## src/rtl/tlp_fifo_wr_arbiter_pkg.sv

```systemverilog
// Shared definitions for the fragmentation datapath: FSM state encodings and
// TLP FIFO sizing constants used by the write arbiter.
package Fragmentation_Package;

  localparam int TLP_FIFO_DEPTH  = 256;
  localparam int NO_LOC_WR_WIDTH = 4;
  localparam int COUNT_WIDTH     = 9;
  localparam int MAX_NO_LOC      = 9;

  typedef enum logic [1:0] {
    FRAG_IDLE = 2'd0,
    FRAG_HDR  = 2'd1,
    FRAG_DATA = 2'd2
  } frag_state_t;

  typedef enum logic [1:0] {
    ARB_IDLE  = 2'd0,
    ARB_GRANT = 2'd1,
    ARB_WAIT  = 2'd2
  } arb_state_t;

endpackage

```

## src/rtl/tlp_fifo_wr_arbiter_picker.sv

```systemverilog
// Combinational round-robin picker: scans the request mask starting at index
// 'start' and returns the first set bit as a one-hot vector.
module rr_priority_picker #(
  parameter int NUM_REQ = 3,
  parameter int IDX_W   = 2
) (
  input  logic [NUM_REQ-1:0] req,
  input  logic [IDX_W-1:0]   start,
  output logic [NUM_REQ-1:0] pick,
  output logic               any
);

  int idx;

  always_comb begin
    pick = '0;
    any  = 1'b0;
    idx  = 0;
    for (int k = 0; k < NUM_REQ; k++) begin
      idx = (int'(start) + k) % NUM_REQ;
      if (!any && req[idx]) begin
        pick[idx] = 1'b1;
        any       = 1'b1;
      end
    end
  end

endmodule

```

## src/rtl/tlp_fifo_wr_arbiter.sv

```systemverilog
// Round-robin arbiter granting whole TLPs into the shared TLP FIFO only when
// enough free locations exist; tracks free space from writes and pops.
module tlp_fifo_wr_arbiter #(
  parameter int NUM_REQ         = 3,
  parameter int NO_LOC_WR_WIDTH = Fragmentation_Package::NO_LOC_WR_WIDTH,
  parameter int COUNT_WIDTH     = Fragmentation_Package::COUNT_WIDTH
) (
  input  logic                               clk,
  input  logic                               arst,
  input  logic [NUM_REQ-1:0]                 i_req,
  input  logic [NUM_REQ*NO_LOC_WR_WIDTH-1:0] i_no_loc,
  input  logic                               i_fifo_rd_en,
  output logic [NUM_REQ-1:0]                 o_grant,
  output logic                               o_fifo_wr_en,
  output logic [NO_LOC_WR_WIDTH-1:0]         o_fifo_no_loc_wr,
  output logic [COUNT_WIDTH-1:0]             o_free_loc,
  output logic [NUM_REQ-1:0]                 o_size_err,
  output logic [1:0]                         o_state
);

  import Fragmentation_Package::arb_state_t;
  import Fragmentation_Package::ARB_IDLE;
  import Fragmentation_Package::ARB_GRANT;
  import Fragmentation_Package::ARB_WAIT;
  import Fragmentation_Package::MAX_NO_LOC;
  import Fragmentation_Package::TLP_FIFO_DEPTH;

  localparam int IDX_W = (NUM_REQ > 1) ? $clog2(NUM_REQ) : 1;
  localparam logic [COUNT_WIDTH-1:0]     FULL_FREE = COUNT_WIDTH'(TLP_FIFO_DEPTH);
  localparam logic [NO_LOC_WR_WIDTH-1:0] MAX_LOC   = NO_LOC_WR_WIDTH'(MAX_NO_LOC);

  arb_state_t                 state;
  logic [IDX_W-1:0]           winner;
  logic [IDX_W-1:0]           rr_ptr;
  logic                       rr_valid;
  logic                       just_granted;
  logic [NO_LOC_WR_WIDTH-1:0] win_loc;
  logic [COUNT_WIDTH-1:0]     free_cnt;
  logic [NUM_REQ-1:0]         size_err;

  logic [NO_LOC_WR_WIDTH-1:0] loc [NUM_REQ];
  logic [NUM_REQ-1:0]         illegal;
  logic [NUM_REQ-1:0]         arb_mask;
  logic [NUM_REQ-1:0]         legal;
  logic [IDX_W-1:0]           start;
  logic [NUM_REQ-1:0]         pick;
  logic                       any;
  logic [IDX_W-1:0]           pick_idx;
  logic [NO_LOC_WR_WIDTH-1:0] pick_loc;
  logic [NO_LOC_WR_WIDTH-1:0] held_loc;
  logic [COUNT_WIDTH-1:0]     wr_amt;
  logic                       rd_ok;

  for (genvar g = 0; g < NUM_REQ; g++) begin : g_loc
    assign loc[g]     = i_no_loc[g*NO_LOC_WR_WIDTH +: NO_LOC_WR_WIDTH];
    assign illegal[g] = (loc[g] == '0) || (loc[g] > MAX_LOC);
  end

  // The requester granted last cycle sits out the following idle cycle.
  assign arb_mask = just_granted ? (NUM_REQ'(1) << rr_ptr) : '0;
  assign legal    = i_req & ~illegal & ~arb_mask;
  assign start    = !rr_valid ? '0 :
                    (rr_ptr == IDX_W'(NUM_REQ - 1)) ? '0 : rr_ptr + IDX_W'(1);

  rr_priority_picker #(
    .NUM_REQ (NUM_REQ),
    .IDX_W   (IDX_W)
  ) u_picker (
    .req   (legal),
    .start (start),
    .pick  (pick),
    .any   (any)
  );

  always_comb begin
    pick_idx = '0;
    for (int i = 0; i < NUM_REQ; i++) begin
      if (pick[i]) pick_idx = IDX_W'(i);
    end
  end

  assign pick_loc = loc[pick_idx];
  assign held_loc = loc[winner];

  always_ff @(posedge clk or negedge arst) begin
    if (!arst) begin
      state        <= ARB_IDLE;
      winner       <= '0;
      rr_ptr       <= '0;
      rr_valid     <= 1'b0;
      just_granted <= 1'b0;
      win_loc      <= '0;
      size_err     <= '0;
    end else begin
      just_granted <= (state == ARB_GRANT);
      size_err     <= (state == ARB_IDLE) ? (i_req & illegal) : '0;
      case (state)
        ARB_IDLE: begin
          if (any) begin
            winner  <= pick_idx;
            win_loc <= pick_loc;
            state   <= (COUNT_WIDTH'(pick_loc) <= free_cnt) ? ARB_GRANT : ARB_WAIT;
          end
        end
        ARB_WAIT: begin
          // The latched winner is never bypassed; it either fits or withdraws.
          if (!i_req[winner]) begin
            state <= ARB_IDLE;
          end else if (COUNT_WIDTH'(held_loc) <= free_cnt) begin
            win_loc <= held_loc;
            state   <= ARB_GRANT;
          end
        end
        ARB_GRANT: begin
          rr_ptr   <= winner;
          rr_valid <= 1'b1;
          state    <= ARB_IDLE;
        end
        default: state <= ARB_IDLE;
      endcase
    end
  end

  assign wr_amt = o_fifo_wr_en ? COUNT_WIDTH'(o_fifo_no_loc_wr) : '0;
  assign rd_ok  = i_fifo_rd_en && (free_cnt != FULL_FREE);

  always_ff @(posedge clk or negedge arst) begin
    if (!arst) begin
      free_cnt <= FULL_FREE;
    end else begin
      free_cnt <= free_cnt - wr_amt + COUNT_WIDTH'(rd_ok);
    end
  end

  assign o_fifo_wr_en     = (state == ARB_GRANT);
  assign o_grant          = o_fifo_wr_en ? (NUM_REQ'(1) << winner) : '0;
  assign o_fifo_no_loc_wr = o_fifo_wr_en ? win_loc : '0;
  assign o_free_loc       = free_cnt;
  assign o_size_err       = size_err;
  assign o_state          = state;

endmodule

```

## config.mk

```make
export PLATFORM = sky130hd
export DESIGN_NAME = tlp_fifo_wr_arbiter
export DESIGN_NICKNAME = d
export VERILOG_FILES = /design/src/rtl/tlp_fifo_wr_arbiter_pkg.sv /design/src/rtl/tlp_fifo_wr_arbiter_picker.sv /design/src/rtl/tlp_fifo_wr_arbiter.sv
export SDC_FILE = /design/constraint.sdc
export NUM_CORES = 1
export LEC_CHECK = 0
export ABC_AREA = 1
export CORE_ASPECT_RATIO = 0.5
export CORE_UTILIZATION = 55
export DETAILED_ROUTE_END_ITERATION = 10
export HOLD_SLACK_MARGIN = 0.05
export PLACE_DENSITY = 0.89
export SYNTH_ARGS = -nofsm -noshare
export SYNTH_HDL_FRONTEND = slang
export SYNTH_SLANG_ARGS = --single-unit
```

## constraint.sdc

```tcl
create_clock -name clk -period 7.8 [get_ports clk]
set_clock_uncertainty 0.2 [all_clocks]
set_input_delay 1.17 -clock clk [delete_from_list [all_inputs] [get_ports clk]]
set_output_delay 1.17 -clock clk [all_outputs]
set_load 0.01 [all_outputs]
```

### After elaboration in Yosys (flattened, before gate mapping)

Index checks and enable logic that the tools add are counted.

* bits in registers: 24
* logic and storage cells: 115
* output and inout bits: 22
* input bits: 18

* muxes and demuxes: 47
* equality and inequality tests: 8
* divide/modulo/power cells: 3
* bitwise logic cells: 9
* $add $sub $neg: 5
* reductions and logical operators: 19
* shifts and indexed selects: 2
* magnitude comparators: 14

Operator list (count)
* $ge 32x1->1 const B: 3
* $lt 32x4->1 const B: 3
* $mod 32x3->32 const B: 2
* $mux 4: 9
* $mod 3x3->32 const B: 1
* $le 4x9->1: 2
* $mux 3: 6
* $bmux 4 s2: 2
* $mux 1: 14
* $mux 2: 7
* $gt 4x4->1 const B: 3
* $logic_not 4->1: 3
* $add 9x1->9: 1
* $and 3x3->3: 3
* $ne 9x9->1 const B: 1
* $sub 9x4->9: 1
* $bmux 1 s2: 4
* $pmux 4 s2: 1
* $demux 1 s2: 3
* $ge 3x3->1 const B: 2
* $logic_and 1x1->1: 6
* $ne 2x2->1 const B: 3
* $not 2->3: 2
* $not 3->3: 2
* 16 further kinds: 23

### Logic depth before layout (Yosys ltp)

Gate-level depths: netlist of the first run.

* word-level depth: 25
* mapped depth: 23
* gate-level depth less buffers: 23

### Modules after synthesis

Synthesis of the first run repeated with hierarchy kept, for this count alone.

* cell total of the unflattened synthesis: 318
* area, all modules: 2248.4 um^2

By module, submodules not included
* tlp_fifo_wr_arbiter: seq. area each 601.8 um^2, times used 1, area an instance 1971.9 um^2, cells each 268
* rr_priority_picker: seq. area each 0.0 um^2, times used 1, area an instance 276.5 um^2, cells each 50

### Worst setup path before layout of the first run

Ideal clock, no wire load.

* kind: input-to-reg
* start: input i_no_loc[4]
* end: register state[0] (netlist: o_state[0])
* data required time: 7.480 ns
* path buffers: 0
* path slack: 4.355 ns
* data arrival time: 3.125 ns
* cell stages on the path: 22
* cells stage by stage: inv_1 -> nand2_1 -> nand2_1 -> nand2_1 -> nand2_2 -> nand2_1 -> nand3_1 -> nand2_2 -> nor2_2 -> nand2_2 -> nor2_4 -> nor2_4 -> nand3_1 -> nand2_1 -> ha_1 -> nand2_1 -> o21ai_0 -> a21oi_1 -> nor3_1 -> o41ai_1 -> a21oi_1 -> nor2_1

* cells in the longest elaborated chain, start to end: 25
* elaborated cells on any way between the ends: 44
* those cells by class: order compare: 3; eq/ne: 2; mux: 26; bitwise: 6; reduce/logical: 7

Ends and longest elaborated chain
* start: declaration: RTL line tlp_fifo_wr_arbiter.sv:11 `input logic [NUM_REQ*NO_LOC_WR_WIDTH-1:0] i_no_loc,`
* $gt 4x4->1 / $logic_not 4->1 (equally long branches): RTL line tlp_fifo_wr_arbiter.sv:56 `assign illegal[g] = (loc[g] == '0) || (loc[g] > MAX_LOC);`
* $logic_or 1x1->1: RTL line tlp_fifo_wr_arbiter.sv:56
* $not 3->3: RTL line tlp_fifo_wr_arbiter.sv:61 `assign legal = i_req & ~illegal & ~arb_mask;`
* $and 3x3->3 (2 in a row): RTL line tlp_fifo_wr_arbiter.sv:61
* $bmux 1 s2: RTL line tlp_fifo_wr_arbiter_picker.sv:21 `if (!any && req[idx]) begin`
* $mux 1 (implied by the code) (2 in a row): RTL line tlp_fifo_wr_arbiter_picker.sv:21
* $mux 1: RTL line tlp_fifo_wr_arbiter_picker.sv:21
* $logic_not 1->1: RTL line tlp_fifo_wr_arbiter_picker.sv:21
* [... 6 more ...]
* $mux 2: RTL line tlp_fifo_wr_arbiter.sv:78 `if (pick[i]) pick_idx = IDX_W'(i);`
* $not 2->3 (implied by the code): RTL line tlp_fifo_wr_arbiter.sv:82 `assign pick_loc = loc[pick_idx];`
* $bmux 4 s2: RTL line tlp_fifo_wr_arbiter.sv:82
* $mux 4 (implied by the code) (2 in a row): RTL line tlp_fifo_wr_arbiter.sv:82
* $le 4x9->1: RTL line tlp_fifo_wr_arbiter.sv:102 `state <= (COUNT_WIDTH'(pick_loc) <= free_cnt) ? ARB_GRANT : ARB_WAIT;`
* $mux 2: RTL line tlp_fifo_wr_arbiter.sv:102
* $mux 2: RTL line tlp_fifo_wr_arbiter.sv:99 `if (any) begin`
* $pmux 2 s2: RTL line tlp_fifo_wr_arbiter.sv:97 `case (state)`
* end signal: assignment: RTL line tlp_fifo_wr_arbiter.sv:102
* end: declaration: RTL line tlp_fifo_wr_arbiter.sv:32 `arb_state_t state;`

Parallel ways exist; a longest one is shown, timed or not. The select of a mux whose other input is x is not followed.
A chain may end at the register's enable or synchronous reset.

### Final worst setup path of the first run

* start: input i_no_loc[9]
* end: register state[0] (netlist: o_state[0])

The elaborated chain is that of the path after synthesis.

==> out/summary.txt, run 1 <==
worst min path class -> reg2reg
HPWL after detailed placement -> 4700 um
IO buf count -> 39
Synth area leader -> dfrtp_1
Yosys reg bits -> 24
buffer count from post-CTS setup fixing -> 0
Max-Cap Viols -> 0
Worst Path Class, Setup -> in2reg
post-route ant nets -> 0
DR vias/cell -> 5.66
Max Freq -> 238 MHz
top-count cell post-synth -> nand2_1
CTS resizes -> 0
Total Routed Length -> 5920 um
Post-synth EDFFs -> 0
Rel. slew slack -> 23.6%
Main synth FF type -> dfrtp_1
setup violators final -> 0
fin nets -> 391
CP Launch Type -> input port
initial antenna violation count -> 0
All-Layer GR Usage -> 30.2%
Worst path most repeated cell -> nand2_1
Required @ worst endpoint -> 7.76 ns
Worst EP arrival -> 4.16 ns
vias in the first global route -> 2,099
busiest grt layer -> met2
CP top delay family -> simple AND/OR/NAND/NOR gates
worst-path cell chain -> clkdlybuf4s50_1, nor2_1, o21ai_0, nand2_1, nand4_1, nand2_1, nand4_2, nand2_2, nand2_1, nand3_1, nand2_1, ha_1, nand2_1, o21ai_0, a21oi_1, nor3_1, o41ai_1, a21oi_1, nor2_1
CP max-delay cell -> clkdlybuf4s50_1
Row Count -> 15
final count of pins violating max slew -> 0
Hold Fails Final Rpt -> 0
Pwr Density -> 504 nW/um2
fill count -> 277
worst vdd ir -> 0.330 mV
RSZ-0062 raised after global routing -> no
vias post-DR -> 2,229
H-tree lvl count -> 1
Iteration-0 DRC Markers -> 128
unique cell type count in the Yosys netlist -> 33
CTS Buf Count -> 3
cts-stage hold buffer count -> 0
register area share after synthesis -> 27.9%
clk sinks -> 24
largest net degree at the start of global routing -> 25
Die X -> 90.6 um
diodes inserted -> 0
Clock transition at path regs -> 0.10 ns
DR WL/cell -> 15.0 um
yosys warns -> 0
clk root buf -> clkbuf_8
fin crit period -> 4.19 ns
asr flop ratio synth -> 100%
Place WS -> 3.48 ns
Slew @ Worst Pin -> 1.14 ns
TritonCTS clock tree -> done
met2 Use GR -> 58.6%
Synth top area share -> 26.6%
Post-Syn Area -> 2160 um2
Crit. End Element -> register
worst setup margin -> 3.61 ns
DRC -> 0
fin crit share -> 53.8%
Area Growth Syn to Fin -> 23.6%
status -> completed
routing usage on met3 -> 7.10%
first-pass GRT wire length -> 9560 um
area of the core -> 3580 um2
placed cells -> 390
setup TNS -> 0 ns
share of cells above drive strength 1 -> 8.75%
Buf/Inv on CP -> 1
largest cells by area after synthesis -> dfrtp_1 27%, ha_1 16%, nand2_1 12%
cells after synthesis -> 300
DRT Pass-1 Iters -> 5
GR Overflow Total -> 0
Post-synth top cells -> 67 x nand2_1, 45 x inv_1, 35 x nor2_1
die area -> 4200 um2
crit path max fanout -> 6
Net Count, Synth -> 347
Worst-Skew Late Latency -> 0.28 ns
Die Span Y -> 46.3 um
leakage -> 1.41 nW
clock tree buffer depth -> 2
Initial Util -> 60.3%
IO Count -> 40
Synth Area per Inst -> 7.20 um2
GR met1 Demand/Resource -> 34.6%
routability cong. -> 1.09
CP max stage delay -> 0.47 ns
fin cells -> 394
metal layers:
metal / up-vias / wire length (um)
met5: - / 0
met4: 0 / 197
met3: 29 / 378
met2: 100 / 2920
met1: 1039 / 2420
li1: 1061 / -
layout make-up:
type / instances / area (um2) / share of cell area (%)
clock buffer: 4 / 55.1 / 2.06
multi-input combinational: 225 / 1370 / 51.1
tap: 51 / 63.8 / 2.39
sequential: 24 / 602 / 22.5
inverter: 51 / 194 / 7.26
timing repair buffer: 39 / 390 / 14.6
metrics by stage:
stage	hold slack [ns]	area [um2]	total power [mW]	utilization (%)
after floorplan	0.248	2160	0.925	-
after global placement	0.262	2620	1.15	72.9
after detailed placement	0.265	2620	1.22	72.9
after CTS	0.287	2670	1.33	74.5
after global routing	0.303	2670	1.47	74.5
final	0.293	2670	1.35	74.5
registers in the layout, summed over array words and instances (netlist names):
name and count:
just_granted 1, o_free_loc 9, o_size_err 3, o_state 2
rr_ptr 2, rr_valid 1, win_loc 4, winner 2
cell families after synthesis:
group / Yosys count / share of synthesized area, %
AO/OA/AOI/OAI: 37 / 11.4
XOR/XNOR: 7 / 2.84
adder cells (fa/ha/maj): 29 / 17.1
buffers and inverters: 51 / 8.97
flip-flops: 24 / 27.9
AND/OR/NAND/NOR: 152 / 31.8
power breakdown:
part           total (mW)  internal, mW  switching [mW]
clock              0.0901        0.0453          0.0448
sequential          0.237         0.188          0.0489
combinational        1.02         0.395           0.625
placed cells by master, fill, tap and decap left out, types with 3 or more instances in the layout:
cell / netlist / routed
nand3_1: 26 / 26
o41ai_1: 3 / 3
inv_2: 4 / 4
nand2_2: 9 / 9
clkdlybuf4s50_1: 0 / 39
nand4_1: 3 / 3
o221ai_1: 3 / 3
o21ai_0: 10 / 10
a21oi_1: 11 / 11
inv_1: 45 / 45
ha_1: 28 / 28
nor2_1: 35 / 35
nor3_1: 4 / 4
nand2_1: 67 / 67
dfrtp_1: 23 / 23
clkbuf_8: 0 / 4
xor2_1: 6 / 6
worst register-to-register path, stage by stage, from the launching register on:
cell	delay, ns
dfrtp_1	0.38
inv_1	0.07
nor3_1	0.33
inv_1	0.12
ha_1	0.31
inv_1	0.21
nand4_2	0.16
nand2_2	0.14
nor2_1	0.08
nand2_2	0.07
nand2_2	0.06
nor2_4	0.21
inv_4	0.06
nand2_1	0.08
nand2_1	0.06
ha_1	0.28
nand2_1	0.08
o21ai_0	0.19
a21oi_1	0.10
nor3_1	0.15
o41ai_1	0.12
a21oi_1	0.14
nor2_1	0.07
final timing paths:
kind,start,endpoint,cells past startpoint,slack [ns]
max in group asynchronous,arst,o_state[1],1,5.42
worst max register to register,rr_ptr[0],o_state[0],22,3.99
worst max-delay path,i_no_loc[9],o_state[0],19,3.61
worst min-delay path,rr_valid,rr_valid,2,0.29
min in group asynchronous,arst,winner[1],1,1.30
worst min register to register,rr_valid,rr_valid,2,0.29
(Power assumes the default switching activity.)
==> run 2, diff against run 1 <==
- CORE_UTILIZATION: 55 -> 48
- PLACE_DENSITY: 0.89 -> 0.83
- clock period: 7.8 -> 3.4 ns (I/O delays scaled with it)
==> out/summary.txt, run 2 (synthesis results as in run 1) <==
area of the core -> 4100 um2 (was 3580 um2)
Crit. End Element -> register (unchanged)
final count of pins violating max slew -> 0 (unchanged)
initial antenna violation count -> 0 (unchanged)
failing checks -> negative setup slack
largest net degree at the start of global routing -> 25 (unchanged)
final core occ -> 77.9% (was 74.5%)
IO Count -> 40 (unchanged)
share of cells above drive strength 1 -> 28.8% (was 8.75%)
clock tree buffer depth -> 2 (unchanged)
die area -> 4790 um2 (was 4200 um2)
H-tree lvl count -> 1 (unchanged)
vias in the first global route -> 2,361 (was 2,099)
setup TNS -> -0.264 ns (was 0 ns)
multi-input logic area -> 1610 um2 (was 1370 um2)
Initial Util -> 52.7% (was 60.3%)
Worst Path Class, Setup -> reg2reg (was in2reg)
Row Count -> 16 (was 15)
Die X -> 96.9 um (was 90.6 um)
RSZ-0062 raised after global routing -> yes (was no)
leakage -> 1.65 nW (was 1.41 nW)
DR vias/cell -> 5.62 (was 5.66)
Required @ worst endpoint -> 3.36 ns (was 7.76 ns)
HPWL after detailed placement -> 4700 um (about the same)
worst vdd ir -> 0.766 mV (was 0.330 mV)
All-Layer GR Usage -> 27.5% (was 30.2%)
IO buf count -> 39 (unchanged)
DRC -> 0 (unchanged)
DRT Pass-1 Iters -> 5 (unchanged)
Worst EP arrival -> 3.54 ns (was 4.16 ns)
CTS Buf Count -> 3 (unchanged)
register area -> 603 um2 (was 602 um2)
TritonCTS clock tree -> done (unchanged)
clk sinks -> 24 (unchanged)
fin crit share -> 105%
Slew @ Worst Pin -> 0.800 ns (was 1.14 ns)
commonest non-fill, non-tap cell in the layout -> nand2_1 (unchanged)
number of flip-flops in the largest register -> 9 (unchanged)
first-pass GRT wire length -> 10,500 um (was 9560 um)
vias post-DR -> 2,432 (was 2,229)
Total Routed Length -> 7010 um (was 5920 um)
Max-Cap Viols -> 0 (unchanged)
clk root buf -> clkbuf_8 (unchanged)
fin crit period -> 3.58 ns
fin nets -> 427 (was 391)
worst min path class -> reg2reg (unchanged)
Rel. slew slack -> 46.7% (was 23.6%)
post-route ant nets -> 0 (unchanged)
routability cong. -> 0.989 (was 1.09)
worst setup margin -> -0.181 ns (was 3.61 ns)
Area Growth Syn to Fin -> 47.9% (was 23.6%)
Iteration-0 DRC Markers -> 134 (was 128)
Worst-Skew Late Latency -> 0.28 ns (about the same)
Die Span Y -> 49.4 um (was 46.3 um)
Place WS -> -0.199 ns (was 3.48 ns)
setup violators final -> 2 (was 0)
CP Launch Type -> register (was input port)
Pwr Density -> 1220 nW/um2 (was 504 nW/um2)
GR Overflow Total -> 0 (unchanged)
DR WL/cell -> 16.2 um (was 15.0 um)
Hold Fails Final Rpt -> 0 (unchanged)
crit path max fanout -> 6 (unchanged)
status -> complete, but fails checks (was completed)
fill count -> 244 (was 277)
most frequent cells in the layout -> 52 x nand2_1, 39 x inv_1, 37 x clkdlybuf4s50_1 (was 67 x nand2_1, 45 x inv_1, 39 x clkdlybuf4s50_1)
diodes inserted -> 0 (unchanged)
Clock transition at path regs -> 0.10 ns (about the same)
Max Freq -> 279 MHz
## run 2: cell types whose count changed in the layout (fill, tap and decap cells not counted), sizes merged
cell | previous run | this run
clkdlybuf4s50 | 39 | 37
buf | 0 | 36
dlymetal6s2s | 0 | 2
## run 2: layout make-up
type / count / share of cell area [%]
Tap cell: 54 / 2.11
Sequential cell: 24 / 18.9
Inverter: 51 / 6.22
Multi-Input combinational cell: 225 / 50.3
Timing Repair Buffer: 75 / 21.1
Clock buffer: 4 / 1.41
## run 2: worst max-delay path: stages (launching register included)
cell and delay [ns]:
dfrtp_1 0.44, inv_2 0.09, nor3_4 0.22, inv_2 0.11
ha_4 0.19, buf_6 0.13, nand3_1 0.12, nand3_2 0.11
nand2_2 0.11, nand3_1 0.08, nand2_1 0.12, inv_2 0.08
nand2_4 0.08, nand2_1 0.06, nand3_2 0.10, nand2_4 0.06
ha_4 0.28, nand2_4 0.06, o21ai_2 0.17, a21oi_2 0.09
nor3_2 0.18, o41ai_4 0.12, a21oi_1 0.19, nor2_1 0.05
## run 2: final timing paths
path | from | endpoint | slack [ns] | cells after the start
setup / recovery | rr_ptr[0] | o_state[0] | -0.18 | 23
max in group asynchronous | arst | o_free_loc[8] | 2.31 | 2
hold reg to reg | win_loc[0] | win_loc[0] | 0.31 | 2
min in group asynchronous | arst | win_loc[3] | 0.39 | 2
setup reg to reg | rr_ptr[0] | o_state[0] | -0.18 | 23
hold / removal | win_loc[0] | win_loc[0] | 0.31 | 2
## run 2: metal layers
| layer | vias up | GRT usage (%) | wire length [um] |
|---|---|---|---|
| met2 | 98 | 50.8 | 3530 |
| li1 | 1135 | - | - |
| met3 | 28 | 5.16 | 334 |
| met5 | - | 0 | 0 |
| met4 | 0 | 11.2 | 250 |
| met1 | 1171 | 31.8 | 2900 |
## run 2: power by group
part	internal, mW	total, mW	switching, mW
logic	1.37	3.18	1.80
clock network	0.0841	0.185	0.101
registers	0.433	0.550	0.118
## run 2: metrics by stage
| stage | hold WS (ns) | instance area, um2 | total power, mW | instances |
|---|---|---|---|---|
| 6_report | 0.307 | 3200 | 3.91 | 433 |
| 5_1_grt | 0.318 | 3200 | 4.20 | 433 |
| 4_1_cts | 0.292 | 2990 | 3.38 | 430 |
| 2_1_floorplan | 0.0144 | 2160 | 2.12 | 300 |
| 3_5_place_dp | 0.269 | 2790 | 2.94 | 416 |
| 3_3_place_gp | 0.261 | 2790 | 2.80 | 416 |
## run 2: what timing repair did
action                     CTS  global route
resized for setup           22            45
pin swaps                   12            27
hold endpoints to repair     0             0
setup buffers               10             4
hold buffers                 0             0
setup endpoints to repair    2             3
